`config.mk`:
```
export PLATFORM = sky130hd
export DESIGN_NAME = fetch_unit
export DESIGN_NICKNAME = d
export VERILOG_FILES = /design/src/rtl/riscv_pkg.sv /design/src/rtl/fetch_buffer.sv /design/src/rtl/fetch_unit.sv
export SDC_FILE = /design/constraint.sdc
export NUM_CORES = 1
export LEC_CHECK = 0
export ABC_AREA = 1
export BUFFER_PORTS_ARGS = -buffer_cell sky130_fd_sc_hd__buf_4
export CAP_MARGIN = 20
export CORE_UTILIZATION = 50
export CTS_BUF_LIST = sky130_fd_sc_hd__clkbuf_16
export DETAILED_ROUTE_END_ITERATION = 10
export GPL_TIMING_DRIVEN = 0
export PLACE_DENSITY = 0.8
export SLEW_MARGIN = 25
export SYNTH_ARGS = -nofsm -noshare
export SYNTH_HDL_FRONTEND = slang
export SYNTH_SLANG_ARGS = --single-unit
export TNS_END_PERCENT = 100
```
`constraint.sdc`:
```
create_clock -name clk -period 4.8 [get_ports clk]
set_input_delay 0.24 -clock clk [delete_from_list [all_inputs] [get_ports clk]]
set_output_delay 0.24 -clock clk [all_outputs]
set_load 0.02 [all_outputs]
```
`src/rtl/riscv_pkg.sv`:
```
// Shared RISC-V definitions used by the fetch unit and the controller.
package riscv_pkg;

    localparam logic [6:0] OPC_LUI    = 7'b0110111;
    localparam logic [6:0] OPC_AUIPC  = 7'b0010111;
    localparam logic [6:0] OPC_JAL    = 7'b1101111;
    localparam logic [6:0] OPC_JALR   = 7'b1100111;
    localparam logic [6:0] OPC_BRANCH = 7'b1100011;
    localparam logic [6:0] OPC_LOAD   = 7'b0000011;
    localparam logic [6:0] OPC_STORE  = 7'b0100011;
    localparam logic [6:0] OPC_OP_IMM = 7'b0010011;
    localparam logic [6:0] OPC_OP     = 7'b0110011;
    localparam logic [6:0] OPC_SYSTEM = 7'b1110011;

    typedef enum logic [1:0] {
        FETCH_REQ  = 2'd0,
        FETCH_WAIT = 2'd1,
        FETCH_DROP = 2'd2,
        FETCH_HOLD = 2'd3
    } fetch_state_t;

    typedef struct packed {
        logic [31:0] instr;
        logic [31:0] pc;
        logic [31:0] pc_plus4;
    } fetch_entry_t;

    function automatic logic [31:0] word_align(input logic [31:0] addr);
        return {addr[31:2], 2'b00};
    endfunction

endpackage

```
`src/rtl/fetch_buffer.sv`:
```
// Output register holding one fetched instruction for the decoder.
// Latency: load visible the cycle after load=1; clear drops valid the cycle after clear=1.
// Backpressure: holds contents indefinitely while neither load nor clear is asserted.
module fetch_buffer
    import riscv_pkg::*;
(
    input  logic         clk,
    input  logic         rst,
    input  logic         load,
    input  logic         clear,
    input  fetch_entry_t load_entry,
    output fetch_entry_t entry,
    output logic         valid
);

    always_ff @(posedge clk or posedge rst) begin
        if (rst) begin
            entry <= '0;
            valid <= 1'b0;
        end else if (load) begin
            entry <= load_entry;
            valid <= 1'b1;
        end else if (clear) begin
            valid <= 1'b0;
        end
    end

endmodule

```
`src/rtl/fetch_unit.sv`:
```
// Instruction fetch: one outstanding imem request, redirect-aware, single-entry output buffer.
// Latency: request to instr_valid = accept cycle + response cycle; next request after consume.
// Backpressure: stalls in HOLD with imem_req low until the decoder takes the instruction.
module fetch_unit
    import riscv_pkg::*;
#(
    parameter logic [31:0] RESET_PC = 32'h0000_0000
) (
    input  logic        clk,
    input  logic        rst,
    input  logic        pc_src,
    input  logic [31:0] pc_target,
    output logic        imem_req,
    output logic [31:0] imem_addr,
    input  logic        imem_ready,
    input  logic        imem_rvalid,
    input  logic [31:0] imem_rdata,
    output logic        instr_valid,
    input  logic        instr_ready,
    output logic [31:0] instr,
    output logic [6:0]  op,
    output logic [2:0]  funct3,
    output logic        funct7,
    output logic [31:0] pc,
    output logic [31:0] pc_plus4,
    output logic        misaligned
);

    localparam logic [31:0] RESET_PC_ALIGNED = {RESET_PC[31:2], 2'b00};

    fetch_state_t state;
    logic [31:0]  fetch_pc;
    logic [31:0]  fetch_pc_next;
    logic         buf_load;
    logic         buf_clear;
    fetch_entry_t buf_in;
    fetch_entry_t buf_out;

    assign fetch_pc_next = fetch_pc + 32'd4;

    // A redirect coinciding with a response kills that response.
    assign buf_load  = (state == FETCH_WAIT) && imem_rvalid && !pc_src;
    assign buf_clear = (state == FETCH_HOLD) && (instr_ready || pc_src);

    assign buf_in = '{instr: imem_rdata, pc: fetch_pc, pc_plus4: fetch_pc_next};

    always_ff @(posedge clk or posedge rst) begin
        if (rst) begin
            state      <= FETCH_REQ;
            fetch_pc   <= RESET_PC_ALIGNED;
            misaligned <= 1'b0;
        end else begin
            misaligned <= pc_src && (pc_target[1:0] != 2'b00);
            if (pc_src) begin
                fetch_pc <= word_align(pc_target);
                case (state)
                    FETCH_REQ:  state <= imem_ready  ? FETCH_DROP : FETCH_REQ;
                    FETCH_WAIT: state <= imem_rvalid ? FETCH_REQ  : FETCH_DROP;
                    FETCH_DROP: state <= imem_rvalid ? FETCH_REQ  : FETCH_DROP;
                    FETCH_HOLD: state <= FETCH_REQ;
                    default:    state <= FETCH_REQ;
                endcase
            end else begin
                case (state)
                    FETCH_REQ: begin
                        if (imem_ready) state <= FETCH_WAIT;
                    end
                    FETCH_WAIT: begin
                        if (imem_rvalid) begin
                            fetch_pc <= fetch_pc_next;
                            state    <= FETCH_HOLD;
                        end
                    end
                    FETCH_DROP: begin
                        if (imem_rvalid) state <= FETCH_REQ;
                    end
                    FETCH_HOLD: begin
                        if (instr_ready) state <= FETCH_REQ;
                    end
                    default: state <= FETCH_REQ;
                endcase
            end
        end
    end

    // Request is gated by reset so nothing leaves the unit while it is held.
    assign imem_req  = (state == FETCH_REQ) && !rst;
    assign imem_addr = fetch_pc;

    fetch_buffer u_buffer (
        .clk        (clk),
        .rst        (rst),
        .load       (buf_load),
        .clear      (buf_clear),
        .load_entry (buf_in),
        .entry      (buf_out),
        .valid      (instr_valid)
    );

    assign instr    = buf_out.instr;
    assign pc       = buf_out.pc;
    assign pc_plus4 = buf_out.pc_plus4;
    assign op       = buf_out.instr[6:0];
    assign funct3   = buf_out.instr[14:12];
    assign funct7   = buf_out.instr[30];

endmodule

```
==> reports/metrics.cfg, run 1 <==
[status]
status=finished clean

[power_and_ir_drop]
p_int_uw=3060
ir_drop_mv=0.408
switching_share=0.383
seqPwrFrac=0.350
p_per_area_nw_per_um2=606
clock_power_share=0.239
p_switching_uw=1900
p_comb_frac=0.411
p_leak_uw=0.00452

[worst_hold_path]
hold_path.class=in2reg
hold_start=imem_rdata[8]

[detailed_routing]
final_antenna_net_count=0
routed_wl_um=16700
drc=0
vias=5683
drt_iter0_drc=390
firstDrtPassIters=5
wl_per_cell_um=14.8
routed_via_density=5.04

[logic_synthesis]
ys_types=25
async_flop_share=1.00
synthCells=743
synth_common_cells=335 x nand2_1, 126 x dfrtp_1, 59 x inv_1
synth_largest_area_cell=dfrtp_1
synth.cell_area_sq_um=5860
yosysSeqAreaShare=0.538
synth_area_per_cell_sq_um=7.89
yosysMostFrequentCell=nand2_1
synth_top_area_frac=0.538
ys_ff_latch=126
yosys_warnings=0
synth-edff-count=0
yosys_most_used_dff=dfrtp_1
synth_area_leaders=dfrtp_1 54%, nand2_1 21%, o21ai_0 4.5%

[timing]
final.period_utilization=0.389
fin_crit_ns=1.87
finalHoldViolCount=0
finalSetupViolCount=0
fin_worst_hold_slack_ns=0.0243
clock_skew_ns=0.00920
rsz0062_at_grt=false
fmax_ghz=0.536
maxSlewHeadroom=0.555
max_slew.worst_pin.slew_ns=0.667
slew_violations=0

[floorplan]
fp-row-count=39
core_area_sq_um=11400
die_y_um=110
die_w_um=110
die-area_sq_um=12200
initial_core_util=0.513
design.portCount=212

[finish]
fillers=930
regArea_sq_um=3150
layout-drive-gt1-share=0.286
syn_to_final_growth_pct=39.4
multi_input_area_sq_um=2250
design_area_sq_um=8170
nets=1049
diodes=0

[worst_setup_path]
crit_path_end_kind=flip-flop
critPathMaxStageDelay_ns=0.41
worstPathCellList=inv_1, ha_1, nand2_1, nor2_2, inv_1, buf_2, clkbuf_1, o21ai_0
critPathArrivalTime_ns=2.13
reg2reg_from=state[1]
r2r_slack_ns=2.93
startpoint=state[1]
timing.critical_path.buf_inv=4
reg2reg_depth=8
crit_path_end=u_buffer.entry[53]
rr_endpoint=u_buffer.entry[53]
cp_max_fo=10
crit_family=buffers and inverters
start_kind=flip-flop
critPathSlowestCell=clkbuf_1
path_common_cell=inv_1
required_ns=5.07
cp.depth=8
worstSetupPathType=reg2reg

[placement]
port_buffers=204
routabilityCongestion=0.870
dp_hpwl_um=12300
dpl-instance-area_sq_um=7630

[global_route]
grt-ovfl-total=0
grt_max_degree=92
grt_pass1_wl_um=25600
track_usage=0.284
grt_antenna_before_repair=0
grt_pass1_vias=5164

[clock_tree]
path_clk_slew_ns=0.05
cts_tree=yes
cts_sinks=126
h-tree-depth=4
clk_path_buf_depth=2
root_buffer=clkbuf_16
tritoncts.num_buffers=17
clock_latency_ns=0.41

[run]
maxCapViolCount=0

-- cell type report --
class	instances	share of cell area
multi-input combinational	520	0.276
clock buffer	17	0.0521
inverter	59	0.0280
timing repair buffer	206	0.192
clock inverter	14	0.0135
tap	143	0.0219
buffer	43	0.0309
sequential	126	0.386
-- state kept, by name (all words and copies together) (netlist names) --
name / cells
u_buffer.valid: 1
u_buffer.entry: 92
state: 2
imem_addr: 30
misaligned: 1
-- worst min path at each step --
stage          cells after the start                  to  slack [ns]
2_1_floorplan                      2  u_buffer.entry[64]        0.36
3_3_place_gp                       3  u_buffer.entry[81]        0.44
3_5_place_dp                       2      u_buffer.valid        0.23
4_1_cts                            3  u_buffer.entry[73]        0.02
5_1_grt                            3  u_buffer.entry[86]        0.03
6_report                           3  u_buffer.entry[72]        0.02
-- metrics by stage --
| stage | TNS [ns] | utilization | worst slack, ns | power [uW] | cells |
|---|---|---|---|---|---|
| 3_5_place_dp | 0 | 0.668 | 2.94 | 3790 | 1096 |
| 2_1_floorplan | 0 | - | 1.20 | 2840 | 748 |
| 5_1_grt | 0 | 0.716 | 2.78 | 5250 | 1128 |
| 6_report | 0 | 0.716 | 2.93 | 4950 | 1128 |
| 3_3_place_gp | -35.33 | 0.665 | -0.287 | 3740 | 1095 |
| 4_1_cts | 0 | 0.716 | 2.93 | 4980 | 1128 |
-- tightest hold or removal path, stage by stage --
cell and delay [ns]:
buf_4 0.07, nand2_1 0.04, nand2_1 0.05
-- timing repair --
item                                   in CTS  in global routing
buffers inserted                            0                  0
endpoints found under the hold margin      35                  0
hold buffers                                1                  0
resized for setup                           0                  0
-- cell usage in the layout, fill, tap and decap left out, drive strengths merged --
cell | synthesis | layout
xnor2 | 1 | 1
nand2 | 339 | 339
nor2 | 49 | 49
buf | 36 | 241
conb | 1 | 6
or2 | 1 | 1
a21oi | 5 | 5
clkbuf | 7 | 24
dlygate4sd3 | 0 | 1
o211ai | 4 | 4
nand3 | 52 | 52
o2111ai | 1 | 1
bufinv | 0 | 2
inv | 59 | 61
o21ai | 54 | 54
clkinv | 0 | 10
xor2 | 1 | 1
a21o | 1 | 1
ha | 6 | 6
dfrtp | 126 | 126
-- layer usage --
metal | up-vias | share of wire | track usage | wire length [um]
li1 | 2748 | - | - | -
met1 | 2671 | 0.41 | 0.370 | 6880
met2 | 238 | 0.48 | 0.449 | 8000
met3 | 26 | 0.087 | 0.0729 | 1450
met4 | 0 | 0.023 | 0.121 | 377
met5 | - | 0 | 0 | 0
-- power by group through the flow --
stage / Sequential [uW] / Clock [uW] / Combinational, uW
4_1_cts: 1730 / 1190 / 2050
5_1_grt: 1790 / 1240 / 2230
6_report: 1740 / 1180 / 2040
3_3_place_gp: 1740 / 0 / 2000
3_5_place_dp: 1740 / 0 / 2040
2_1_floorplan: 2190 / 0 / 656
-- cell families after synthesis --
| family | share of synthesized area |
|---|---|
| compound gates | 0.0583 |
| xor+xnor | 0.00299 |
| fa+ha+maj | 0.0128 |
| buf+inv | 0.0809 |
| flops | 0.538 |
| other cells | 0.000640 |
| simple gates | 0.307 |
Power figures use the tool's default switching activity.
==> run 2: changes to the inputs <==
CORE_UTILIZATION = 45   (was 50)
PLACE_DENSITY = 0.76   (was 0.8)
clock period = 1.7 ns   (was 4.8 ns; I/O delays follow)
==> run 2 against run 1 <==
  * Die area rose by 11%
  * Via count grew 5.4%
  * First-iteration DRC count grew 5.4%
  * Clock power grew to 2.8 times the previous value
  * Largest cell class unchanged
  * Wire length is 9.8% higher
  * Design area grew 9.9%
==> reports/metrics.cfg, run 2 (synthesis gave the netlist of run 1 again) <==
[detailed_routing]
drt_iter0_drc=411
routed_wl_um=18300
firstDrtPassIters=5
topRoutingLayerUsed=met4
vias=5991
dr_wl_met3_um=1030
drc=0
met2_length_um=8830
wl_per_cell_um=15.0
met1_length_um=7770
routed_via_density=4.89
final_antenna_net_count=0

[placement]
routabilityCongestion=0.891
port_buffers=204
dpl-instance-area_sq_um=7710
dp_hpwl_um=12800

[timing]
slew_violations=0
maxSlewHeadroom=0.573
rsz0062_at_grt=true
finalHoldViolCount=0
fmax_ghz=0.619
max_slew.worst_pin.slew_ns=0.641
clock_skew_ns=0.00445
final.period_utilization=0.951
fin_crit_ns=1.62
finalSetupViolCount=0

[finish]
multi_input_area_sq_um=2280
fillers=1010
layout-drive-gt1-share=0.283
largest_register=u_buffer.entry
design_area_sq_um=8980
finish.utilization=0.709
syn_to_final_growth_pct=53.1
layout_commonest_cell=nand2_1
largest_register_ffs=92
regArea_sq_um=3160
diodes=0
final_cell_mix=334 x nand2_1, 230 x buf_4, 123 x dfrtp_1
nets=1117

[worst_setup_path]
critPathArrivalTime_ns=1.91
worstSetupPathType=reg2reg
cp_max_fo=6
crit_path_end_kind=flip-flop
required_ns=1.99
start_kind=flip-flop

[status]
status=finished clean

[global_route]
grt_antenna_before_repair=0
track_usage=0.282
grt-ovfl-total=0
grt_pass1_wl_um=28300
grt_max_degree=32
grt_pass1_vias=5663

[floorplan]
core_area_sq_um=12700
design.portCount=212
fp-row-count=41
die_y_um=116
die_w_um=116
initial_core_util=0.463
die-area_sq_um=13500

[power_and_ir_drop]
p_leak_uw=0.00484
p_per_area_nw_per_um2=1590
ir_drop_mv=1.04

[clock_tree]
cts_sinks=126
path_clk_slew_ns=0.05
cts_tree=yes
tritoncts.num_buffers=17
clk_path_buf_depth=2
root_buffer=clkbuf_16
h-tree-depth=4
clock_latency_ns=0.42

[worst_hold_path]
hold_path.class=in2reg

[run]
maxCapViolCount=0

[run 2: layout make-up]
| type | instances | area share |
|---|---|---|
| Multi-Input combinational cell | 520 | 0.254 |
| Clock inverter | 15 | 0.0127 |
| Buffer | 43 | 0.0323 |
| Clock buffer | 17 | 0.0474 |
| Inverter | 59 | 0.0251 |
| Sequential cell | 126 | 0.352 |
| Timing Repair Buffer | 274 | 0.253 |
| Tap cell | 172 | 0.0240 |
[run 2: worst paths after layout]
kind                                         start                  to  slack [ns]  cells past startpoint
max in group asynchronous                      rst  u_buffer.entry[65]        0.75                      5
worst min-delay path                   instr_ready      u_buffer.valid        0.02                      3
worst max-delay path                  imem_addr[3]       imem_addr[16]        0.08                      8
min in group asynchronous                      rst          misaligned        0.25                      3
worst max register to register        imem_addr[3]       imem_addr[16]        0.08                      8
worst min register to register  u_buffer.entry[93]  u_buffer.entry[93]        0.47                      2
[run 2: routing by layer]
layer | vias to the layer above | global-route usage
met4 | 0 | 0.141
met2 | 234 | 0.454
met3 | 59 | 0.0623
met1 | 2815 | 0.361
li1 | 2883 | -
met5 | - | 0
[run 2: timing repair]
item,4_1_cts,5_1_grt
resized for setup,15,14
endpoints found under the hold margin,74,0
hold buffers,64,0
endpoints found under the setup margin,102,117
pin swaps,0,3
setup buffers,0,2
[run 2: per-stage QoR]
step	std cells	TNS, ns	worst slack [ns]	total power, uW	hold WS (ns)
3_5_place_dp	1128	-5.74	-0.171	10700	0.117
2_1_floorplan	748	0	0.0617	8030	0.202
4_1_cts	1224	0	0.00330	14300	0.0146
5_1_grt	1226	-0.204	-0.0368	15100	0.0268
3_3_place_gp	1124	-102.62	-0.788	10600	0.285
6_report	1226	0	0.0836	14300	0.0181
[run 2: worst max-delay path, stage by stage (launching register included)]
cell and delay (ns):
dfrtp_2 0.41, ha_1 0.19, nand2_2 0.08, nor2_4 0.23, nand2_2 0.15, nor2_4 0.16
nand2_1 0.06, nand3_1 0.13, nand3_1 0.08
[run 2: power by group]
group,leakage (uW),internal (uW),switching [uW]
combinational,0.00298,2590,3440
clock,0.000283,2090,1240
sequential,0.00158,4130,816
==> run 3: changes to the inputs <==
CELL_PAD_IN_SITES_DETAIL_PLACEMENT = 0   (was unset)
CELL_PAD_IN_SITES_GLOBAL_PLACEMENT = 1   (was unset)
CORE_UTILIZATION = 32   (was 45)
PLACE_DENSITY = unset   (was 0.76)
PLACE_DENSITY_LB_ADDON = 0.1   (was unset)
==> run 3 against run 2 <==
  * First-iteration DRC count shrank 46%
  * Worst hold slack improved by 0.0010 ns
  * Core utilization is 20 points lower
  * Combinational power fell by 1%
  * Sequential share of layout area fell by 0.41 points
==> reports/metrics.cfg, run 3 (synthesis gave the netlist of run 1 again) <==
[worst_setup_path]
required_ns=2.00
reg2reg_depth=8
rr_endpoint=imem_addr[20]
reg2reg_from=imem_addr[2]
cp.depth=8
critPathArrivalTime_ns=1.87
start_kind=flip-flop
cp_max_fo=5
timing.critical_path.buf_inv=0
worstPathCellList=ha_1, nand2_2, nor2_4, nand3_1, nor2_1, nand2_1, nand3_1, nand2_1
crit_path_end=imem_addr[20]
critPathMaxStageDelay_ns=0.40
worstSetupPathType=reg2reg
critPathSlowestCell=dfrtp_2
r2r_slack_ns=0.13
crit_family=simple AND/OR/NAND/NOR gates
startpoint=imem_addr[2]
crit_path_end_kind=flip-flop

[detailed_routing]
wl_per_cell_um=14.9
drt_iter0_drc=220
vias=5664
final_antenna_net_count=0
drc=0
routed_wl_um=19100
routed_via_density=4.41
firstDrtPassIters=4

[clock_tree]
tritoncts.num_buffers=17
cts_tree=yes
clock_latency_ns=0.42
cts_sinks=126
clk_path_buf_depth=2
root_buffer=clkbuf_16
path_clk_slew_ns=0.06
h-tree-depth=4

[finish]
diodes=0
largest_register_ffs=92
finish.utilization=0.506
layout-drive-gt1-share=0.291
fillers=1790
syn_to_final_growth_pct=55.1
nets=1121
largest_register=u_buffer.entry
stdcell_count=1285
layout_commonest_cell=nand2_1
final_cell_mix=333 x nand2_1, 234 x buf_4, 120 x dfrtp_1

[global_route]
track_usage=0.209
grt_antenna_before_repair=0
grt_max_degree=31
grt_pass1_vias=5644
grt-ovfl-total=0
grt_pass1_wl_um=29400

[timing]
fin_crit_ns=1.57
maxSlewHeadroom=0.514
final.period_utilization=0.923
slew_violations=0
max_slew.worst_pin.slew_ns=0.729
finalSetupViolCount=0
clock_skew_ns=0.0129
rsz0062_at_grt=false
fin_worst_hold_slack_ns=0.0191
fmax_ghz=0.638
finalHoldViolCount=0

[power_and_ir_drop]
total_power_uw=14100
p_per_area_nw_per_um2=1550
ir_drop_mv=0.791
p_leak_uw=0.00484

[floorplan]
design.portCount=212
core_area_sq_um=18000
fp-row-count=49
initial_core_util=0.326
die_w_um=137
die_y_um=137
die-area_sq_um=18900

[placement]
port_buffers=204
dp_hpwl_um=14000
routabilityCongestion=0.765
dp.cells=1185

[worst_hold_path]
hold_path.class=in2reg

[status]
status=finished clean

[run]
maxCapViolCount=0

run 3: cell types whose count changed in the layout (fill, tap and decap cells not counted), moves of 2 or more:
cell        before  now
clkinvlp_4       1    3
nor2_1          37   35
buf_2            9    6
buf_4          230  234
dfrtp_1        123  120
nor2_4           7    9
dfrtp_2          3    6
run 3: worst reg2reg max path: cells and delay by family (launching register included):
| kind | cells | cell delay [ns] |
|---|---|---|
| adders and majority gates | 1 | 0.18 |
| DFF | 1 | 0.40 |
| and+or+nand+nor | 7 | 0.89 |
run 3: routing by layer:
| metal | vias up | GRT usage | routed length [um] | share of wire |
|---|---|---|---|---|
| met5 | - | 0 | 0 | 0 |
| met4 | 0 | 0.0519 | 127 | 0.0066 |
| met3 | 8 | 0.0552 | 1160 | 0.061 |
| met2 | 163 | 0.349 | 9270 | 0.48 |
| met1 | 2616 | 0.267 | 8580 | 0.45 |
| li1 | 2877 | - | - | - |
run 3: timing repair:
item,in CTS,in global routing
endpoints found under the hold margin,81,0
resized for setup,20,22
buffers inserted,1,4
endpoints found under the setup margin,112,116
hold buffers,65,0
pin swaps,1,2
run 3: worst min-delay path by stage:
stage,startpoint,end,slack (ns),depth (start not counted)
floorplan,imem_rdata[0],u_buffer.entry[64],0.20,2
global placement,imem_rdata[14],u_buffer.entry[78],0.29,3
detailed placement,rst,state[0],0.21,2
CTS,instr_ready,u_buffer.valid,0.008,3
global route,instr_ready,u_buffer.valid,0.04,3
finish,instr_ready,u_buffer.valid,0.02,3
run 3: layout make-up:
cell class,count,area (sq um),share of cell area
Buffer,43,302,0.0332
Sequential cell,126,3160,0.348
Clock inverter,13,86.3,0.00949
Tap cell,229,287,0.0315
Timing Repair Buffer,278,2310,0.254
Clock buffer,17,425,0.0468
Multi-Input combinational cell,520,2300,0.253
Inverter,59,225,0.0248
run 3: report_power, final:
group          internal, uW  switching, uW  leakage (uW)
registers              4130            798       0.00158
clock network          1940           1260      0.000258
logic                  2600           3360       0.00301
total                  8670           5420       0.00484
run 3: metrics by stage:
step | area [sq um] | setup WS [ns] | setup TNS, ns
2_1_floorplan | 5890 | 0.0617 | 0
3_3_place_gp | 7700 | -0.957 | -132.55
3_5_place_dp | 7790 | -0.227 | -12.51
4_1_cts | 9010 | 0.00340 | 0
5_1_grt | 9090 | 0.00287 | 0
6_report | 9090 | 0.131 | 0
